<file path="src/rtl/fp_mul_pipe.sv">
// Purpose: pipelined IEEE-754 style multiplier, round-nearest-even, subnormals flushed to zero.
// Latency: 3 cycles from accepted operands to valid_out; one result per cycle.
// Backpressure: all stages hold while valid_out && !ready_out; ready_in drops in that case.
module fp_mul_pipe #(
    parameter  int EXP_W = 8,
    parameter  int MAN_W = 23,
    localparam int W     = 1 + EXP_W + MAN_W
) (
    input  logic         clk,
    input  logic         reset,
    input  logic [W-1:0] in_a,
    input  logic [W-1:0] in_b,
    input  logic         valid_in,
    output logic         ready_in,
    output logic [W-1:0] out,
    output logic         valid_out,
    input  logic         ready_out,
    output logic [2:0]   flags
);

    localparam int EW2 = EXP_W + 2;
    localparam int PW  = 2 * MAN_W + 2;
    localparam logic [EW2-1:0] BIAS = {3'b000, {(EXP_W-1){1'b1}}};
    localparam logic [EW2-1:0] EMAX = {2'b00, {EXP_W{1'b1}}};
    localparam logic [W-1:0]   QNAN = {1'b0, {EXP_W{1'b1}}, 1'b1, {(MAN_W-1){1'b0}}};

    typedef enum logic [1:0] {K_NORM, K_ZERO, K_INF, K_NAN} kind_t;

    logic advance;
    assign advance  = !valid_out || ready_out;
    assign ready_in = advance;

    // ---------------- S1: unpack, classify, exponent sum ----------------
    logic             sign_a, sign_b;
    logic [EXP_W-1:0] exp_a, exp_b;
    logic [MAN_W-1:0] frac_a, frac_b;
    logic             a_zero, b_zero, a_inf, b_inf, a_nan, b_nan;
    logic [EW2-1:0]   exp_sum;
    kind_t            kind_n;

    assign {sign_a, exp_a, frac_a} = in_a;
    assign {sign_b, exp_b, frac_b} = in_b;
    // exp == 0 covers both true zero and flushed subnormals
    assign a_zero  = (exp_a == '0);
    assign b_zero  = (exp_b == '0);
    assign a_inf   = (&exp_a) && (frac_a == '0);
    assign b_inf   = (&exp_b) && (frac_b == '0);
    assign a_nan   = (&exp_a) && (frac_a != '0);
    assign b_nan   = (&exp_b) && (frac_b != '0);
    assign exp_sum = {2'b00, exp_a} + {2'b00, exp_b} - BIAS;

    always_comb begin
        kind_n = K_NORM;
        if (a_nan || b_nan || (a_inf && b_zero) || (a_zero && b_inf))
            kind_n = K_NAN;
        else if (a_inf || b_inf)
            kind_n = K_INF;
        else if (a_zero || b_zero)
            kind_n = K_ZERO;
    end

    logic           s1_vld, s1_sign;
    kind_t          s1_kind;
    logic [EW2-1:0] s1_exp;
    logic [MAN_W:0] s1_man_a, s1_man_b;

    always_ff @(posedge clk) begin
        if (reset)        s1_vld <= 1'b0;
        else if (advance) s1_vld <= valid_in;
    end

    always_ff @(posedge clk) begin
        if (advance) begin
            s1_sign  <= sign_a ^ sign_b;
            s1_kind  <= kind_n;
            s1_exp   <= exp_sum;
            s1_man_a <= {1'b1, frac_a};
            s1_man_b <= {1'b1, frac_b};
        end
    end

    // ---------------- S2: mantissa multiply ----------------
    logic           s2_vld, s2_sign;
    kind_t          s2_kind;
    logic [EW2-1:0] s2_exp;
    logic [PW-1:0]  s2_prod;

    always_ff @(posedge clk) begin
        if (reset)        s2_vld <= 1'b0;
        else if (advance) s2_vld <= s1_vld;
    end

    always_ff @(posedge clk) begin
        if (advance) begin
            s2_sign <= s1_sign;
            s2_kind <= s1_kind;
            s2_exp  <= s1_exp;
            s2_prod <= {{(MAN_W+1){1'b0}}, s1_man_a} * {{(MAN_W+1){1'b0}}, s1_man_b};
        end
    end

    // ---------------- S3: normalise, round, pack ----------------
    logic             msb, guard, rnd, sticky, round_up;
    logic [PW-1:0]    norm;
    logic [MAN_W:0]   mant;
    logic [MAN_W+1:0] mant_r;
    logic [EW2-1:0]   e_fin;
    logic [W-1:0]     res;
    logic [2:0]       res_flags;

    // Left-justify so the leading one always sits at bit PW-1
    assign msb      = s2_prod[PW-1];
    assign norm     = msb ? s2_prod : {s2_prod[PW-2:0], 1'b0};
    assign mant     = norm[PW-1 -: MAN_W+1];
    assign guard    = norm[MAN_W];
    assign rnd      = norm[MAN_W-1];
    assign sticky   = |norm[MAN_W-2:0];
    assign round_up = guard && (rnd || sticky || mant[0]);
    assign mant_r   = {1'b0, mant} + {{(MAN_W+1){1'b0}}, round_up};
    // A rounding carry leaves the fraction field all zero, so only the exponent moves
    assign e_fin    = s2_exp + {{(EW2-1){1'b0}}, msb} + {{(EW2-1){1'b0}}, mant_r[MAN_W+1]};

    always_comb begin
        res       = {s2_sign, e_fin[EXP_W-1:0], mant_r[MAN_W-1:0]};
        res_flags = 3'b000;
        case (s2_kind)
            K_NAN: begin
                res       = QNAN;
                res_flags = 3'b100;
            end
            K_INF:  res = {s2_sign, {EXP_W{1'b1}}, {MAN_W{1'b0}}};
            K_ZERO: res = {s2_sign, {(W-1){1'b0}}};
            default: begin
                if (!e_fin[EW2-1] && (e_fin >= EMAX)) begin
                    res       = {s2_sign, {EXP_W{1'b1}}, {MAN_W{1'b0}}};
                    res_flags = 3'b010;
                end else if (e_fin[EW2-1] || (e_fin == '0)) begin
                    res       = {s2_sign, {(W-1){1'b0}}};
                    res_flags = 3'b001;
                end
            end
        endcase
    end

    always_ff @(posedge clk) begin
        if (reset) begin
            valid_out <= 1'b0;
            out       <= '0;
            flags     <= 3'b000;
        end else if (advance) begin
            valid_out <= s2_vld;
            if (s2_vld) begin
                out   <= res;
                flags <= res_flags;
            end
        end
    end

endmodule

</file>
<file path="config.mk">
export PLATFORM = sky130hd
export DESIGN_NAME = fp_mul_pipe
export DESIGN_NICKNAME = d
export VERILOG_FILES = /design/src/rtl/fp_mul_pipe.sv
export SDC_FILE = /design/constraint.sdc
export NUM_CORES = 2
export LEC_CHECK = 0
export BUFFER_PORTS_ARGS = -buffer_cell sky130_fd_sc_hd__buf_2
export CAP_MARGIN = 20
export CORE_ASPECT_RATIO = 0.75
export CORE_UTILIZATION = 59
export CTS_CLUSTER_DIAMETER = 120
export CTS_CLUSTER_SIZE = 24
export DETAILED_ROUTE_END_ITERATION = 8
export HOLD_SLACK_MARGIN = 0.05
export PLACE_DENSITY = 0.8
export SLEW_MARGIN = 20
export SYNTH_ARGS = -nofsm -noshare
export SYNTH_HDL_FRONTEND = slang
export SYNTH_SLANG_ARGS = --single-unit
</file>
<file path="constraint.sdc">
create_clock -name clk -period 6.1 [get_ports clk]
set_input_delay 0 -clock clk [delete_from_list [all_inputs] [get_ports clk]]
set_output_delay 0 -clock clk [all_outputs]
set_load 0.05 [all_outputs]
</file>
After elaboration in Yosys (flattened, before gate mapping). Index checks and enable logic that the tools add are counted.

$add $sub $neg: 5. Multipliers: 1. Div/mod/pow operators: 0. $lt $le $gt $ge: 1. Eq/ne operators: 3. Shift operators: 0. Muxes and demuxes: 9. Bitwise gates (word level): 1. Reduce and logical (&&, ||, !) cells: 32.

Operators by type and width (number): case mux 32 bit (3 select lines) (1); two-way mux 31 bit (2); multiplier 24 x 24 -> 48 bit (1); two-way mux 48 bit (1); logical NOT 23 bit (2); nonzero test 23 bit (2); adder 24 x 1 -> 25 bit (1); OR reduction 22 bit (1); adder 10 x 1 -> 10 bit (2); logical NOT 8 bit (2); AND reduction 8 bit (2); >= comparator 10 x 8 -> 1 bit, second input constant (1); logical NOT 10 bit (1); subtractor 9 x 7 -> 10 bit, second input constant (1); adder 8 x 8 -> 9 bit (1); logical OR 1 bit (9); logical AND 1 bit (8); case mux 3 bit (2 select lines) (1); == test 2 bit, second input constant (2); OR reduction 2 bit (2); two-way mux 1 bit (3); == test 2 x 1 -> 1 bit, second input constant (1); logical NOT 1 bit (2); two-way mux 2 bit (1); other kinds (2) (2).

Bits in registers: 158. Bits in latches: 0. Bits in writable memories: 0. Memory bits (read-only): 0. Bits of input ports: 68. Output and inout bits: 37. Logic and storage cells: 67. Memories kept: 0.

Longest topological paths before layout.
Depth in word-level cells: 12. Mapped depth: 27. Depth with buffers taken out: 24.

Least setup slack after synthesis. Ideal clock, no wire load.

Kind: flip-flop to flip-flop. Start point: reg s1_man_b[12]. End point: reg s2_prod[43] (data pin). Library setup time: 0.259 ns. Arrival: 6.314 ns. Data required time: 5.841 ns. Path slack: -0.473 ns. Cell stages (with the launch flop): 24. Path buffers: 2. Period minus slack after synthesis: 6.573 ns. Path through: edfxtp_1 > clkbuf_1 > clkbuf_1 > nand2_1 > fa_1 > inv_1 > fa_1 > inv_1 > fa_1 > inv_1 > fa_1 > fa_1 > fa_1 > inv_1 > fa_1 > inv_1 > ha_1 > nand2_1 > or4_1 > o211ai_1 > a21oi_2 > o211ai_1 > a31oi_1 > xnor2_1.

Cells in the longest elaborated chain, start to end: 1.

Ends and longest elaborated chain: from (decl) (RTL line 65) `logic [MAN_W:0] s1_man_a, s1_man_b;`; from (signal assigned) (RTL line 78) `s1_man_b <= {1'b1, frac_b};`; multiplier 24 x 24 -> 48 bit (RTL line 98) `s2_prod <= {{(MAN_W+1){1'b0}}, s1_man_a} * {{(MAN_W+1){1'b0}}, s1_man_b};`; to (signal assigned) (RTL line 98); to (decl) (RTL line 86) `logic [PW-1:0] s2_prod;`.

Every way passes these cells. A chain may end at the register's enable or synchronous reset.

Worst setup path in the final report.
Start point: reg s1_man_b[8]. End point: reg s2_prod[44] (data pin).

The elaborated chain is that of the path after synthesis.

==> results.json <==
{
  "status": "finished with violations",
  "violations": "setup timing",
  "ys_warn_count": 0,
  "tightest_slew_ns": 0.989,
  "rr_worst_depth": 24,
  "synth_cells": 2673,
  "fin_util": 0.726,
  "drc": 0,
  "syn_nets": 3416,
  "vias_per_cell": 5.66,
  "maxCapViolCount": 0,
  "synth_compound_area_frac": 0.0578,
  "first_pass_iters": 5,
  "io_pins": 105,
  "setup_ws_ns": -0.588,
  "synth_area_leaders": "fa_1 (38%), edfxtp_1 (14%), ha_1 (9.4%), inv_1 (8.6%), and2_1 (6.2%)",
  "hold_depth": 2,
  "drtIter0Drc": 1769,
  "vias": 20400,
  "clock_sink_count": 158,
  "synth.avg_cell_area_um2": 9.55,
  "synth_top_family_by_area": "adder cells",
  "yosys.area.top_type": "fa_1",
  "finalMaxSlewViolations": 0,
  "muxShareOfSynthArea": 0.00818,
  "dieArea_um2": 44100,
  "synth_simple_gate_area_share": 0.155,
  "required_ns": 6.31,
  "start_util": 0.603,
  "antenna_found_initial": 4,
  "drive_above_1_share": 0.194,
  "syn_area_um2": 25500,
  "synth-edff-count": 120,
  "maxSlewHeadroom": 0.341,
  "root_buffer": "clkbuf_16",
  "pre_cts_ws_ns": -0.868,
  "setup_viol_count_final": 29,
  "min_from": "reset",
  "hold_viol_final": 0,
  "max_freq_mhz": 150,
  "synth_ff_type": "edfxtp_1",
  "cts_buffers": 17,
  "synthArstFlopShare": 0,
  "grt_pass1_vias": 21600,
  "start_kind": "register",
  "final_area_um2": 30800,
  "path_max_fanout": 11,
  "grt_pass1_wl_um": 118000,
  "io_buffers": 104,
  "synthDominantCellAreaShare": 0.379,
  "rsz0062_at_grt": "yes",
  "area_growth_pct": 20.5,
  "seq_area_frac_synth": 0.171,
  "antenna_left": 0,
  "r2r-end": "s2_prod[44]",
  "min_to": "flags[1]",
  "row_count": 65,
  "grt_usage": 0.351,
  "die_w_um": 242,
  "postPlaceCellArea_um2": 28800,
  "r2r_slack_ns": -0.59,
  "ctsLongestPathBuffers": 2,
  "hp-class": "input port to register",
  "core_um2": 42400,
  "synth_xor_area_frac": 0.0298,
  "ys_top_cells_by_count": "inv_1 (585), fa_1 (484), nand2_1 (317)",
  "skew_ns": 0.0236,
  "synth_cell_types": 70,
  "post-synth-top-count-cell": "inv_1",
  "worstSkewPairLatency_ns": 0.47,
  "worstPathArrival_ns": 6.90,
  "grt_max_degree": 71,
  "synthAdderAreaFrac": 0.473,
  "r2r-start": "s1_man_b[8]",
  "end_kind": "register",
  "clk_pin_slew_ns": 0.07,
  "overflow": 0,
  "wirelength_um": 75800,
  "cts_tree": "built",
  "wl_per_cell_um": 21.0,
  "post-route-period-util": 1.10,
  "htree_levels": 4,
  "finalCriticalPeriod_ns": 6.69,
  "synth-seq-cells": 158,
  "finalWeightedCongestion": 1.00,
  "die_y_um": 182,
  "final_nets": 3770,
  "post-dp-hpwl_um": 60800,
  "path_class": "register to register"
}
[routing by layer]
layer  GRT usage  vias to the layer above  part of all wire
met3      0.0829                      186              0.10
met1       0.481                    10300              0.40
met4       0.111                        6             0.034
met2       0.555                     1053              0.46
li1            -                     8887                 -
met5           0                        -           0.00059
[how the worst max path moves through the flow]
stage,from,endpoint,cells after the start
after detailed placement,s1_man_b[0],s2_prod[47],24
final,s1_man_b[8],s2_prod[44],24
after CTS,s1_man_a[16],s2_prod[43],25
after global placement,s1_man_b[0],s2_prod[47],24
after floorplan,s1_man_b[0],s2_prod[40],24
after global routing,s1_man_b[8],s2_prod[43],27
[flip-flops by register name, indices dropped and copies added, names as in the netlist]
signal and flops:
s2_vld 1, s1_man_b 23, flags 3, s2_sign 1, s1_kind 2, s1_exp 10
s1_vld 1, out 32, s2_prod 48, s1_sign 1, s2_kind 2, s2_exp 10
valid_out 1, s1_man_a 23
[critical path, stage by stage (launching register included)]
cell and delay [ns]:
edfxtp_1 0.46, buf_12 0.19, buf_4 0.15, and2_1 0.16
fa_1 0.46, fa_1 0.53, inv_2 0.04, fa_2 0.53
fa_1 0.43, inv_1 0.08, fa_1 0.46, fa_1 0.52
inv_1 0.06, fa_1 0.49, inv_1 0.07, ha_4 0.27
o211ai_1 0.10, a21oi_2 0.23, o32ai_4 0.14, nor4b_4 0.34
a21oi_4 0.14, buf_6 0.16, o211ai_1 0.16, o211ai_1 0.13
xnor2_1 0.13
[stage by stage]
| stage | hold slack (ns) | instances | TNS [ns] |
|---|---|---|---|
| CTS | 0.0656 | 3595 | -10.61 |
| finish | 0.0925 | 3612 | -12.21 |
| global route | 0.101 | 3611 | -18.57 |
| global placement | 0.191 | 3493 | -10.90 |
| floorplan | 0.0989 | 2673 | -2.51 |
| detailed placement | 0.195 | 3493 | -14.51 |
[what timing repair did]
action	4_1_cts	5_1_grt
endpoints found under the hold margin	48	0
pin swaps	29	42
setup endpoints to repair	32	34
gates cloned	1	0
buffers inserted	20	18
hold buffers	49	0
resized for setup	78	67
[cells in the final DEF (no fill, tap or decap), types with 7 or more instances in the layout]
cell           netlist  layout
a21oi_1             66      53
a211oi_1             8       8
clkbuf_16            0      17
buf_6                2      17
a21oi_2              2      11
a21o_1              16      15
fa_1               484     461
o21a_1               7       7
xor2_1              30      29
o211ai_1            17      17
buf_2                6     104
dfxtp_1             38      38
a22oi_1             17      17
nor3_1              12      11
nor4_1              24      24
ha_1               191     175
inv_2                0      13
nor2b_1              7       7
inv_1              585     571
and2_4               1      10
buf_12               0      30
o21ai_0             36      26
and2_1             252     243
edfxtp_1           120     120
fa_2                 0      23
ha_4                 0      16
nor2_1             105     100
nand2_1            317     311
o21ai_2              0       7
buf_4                1     258
xnor2_1             57      55
nand4_1             22      22
mux2i_1             13      13
mux2_2               7       7
dlygate4sd3_1        0      49
nand3_1             33      31
[kinds of logic after synthesis]
group | Yosys count
AO/OA/AOI/OAI | 220
XOR/XNOR | 87
adder cells (fa/ha/maj) | 675
buffers and inverters | 711
flip-flops | 158
multiplexers | 20
AND/OR/NAND/NOR | 802
[area by class of cell]
class	instances	area, um2
well taps	569	712
diodes	3	7.51
clock buffers	17	425
inverters	588	2220
repair buffers	458	3740
clock inverters	15	170
multi-input cells	1804	19100
fillers	2952	11600
flip-flops and latches	158	4360
Power is left out: the tool's default activity adds up to more than one toggle a clock period on the data nets, which glitch-free logic cannot reach.
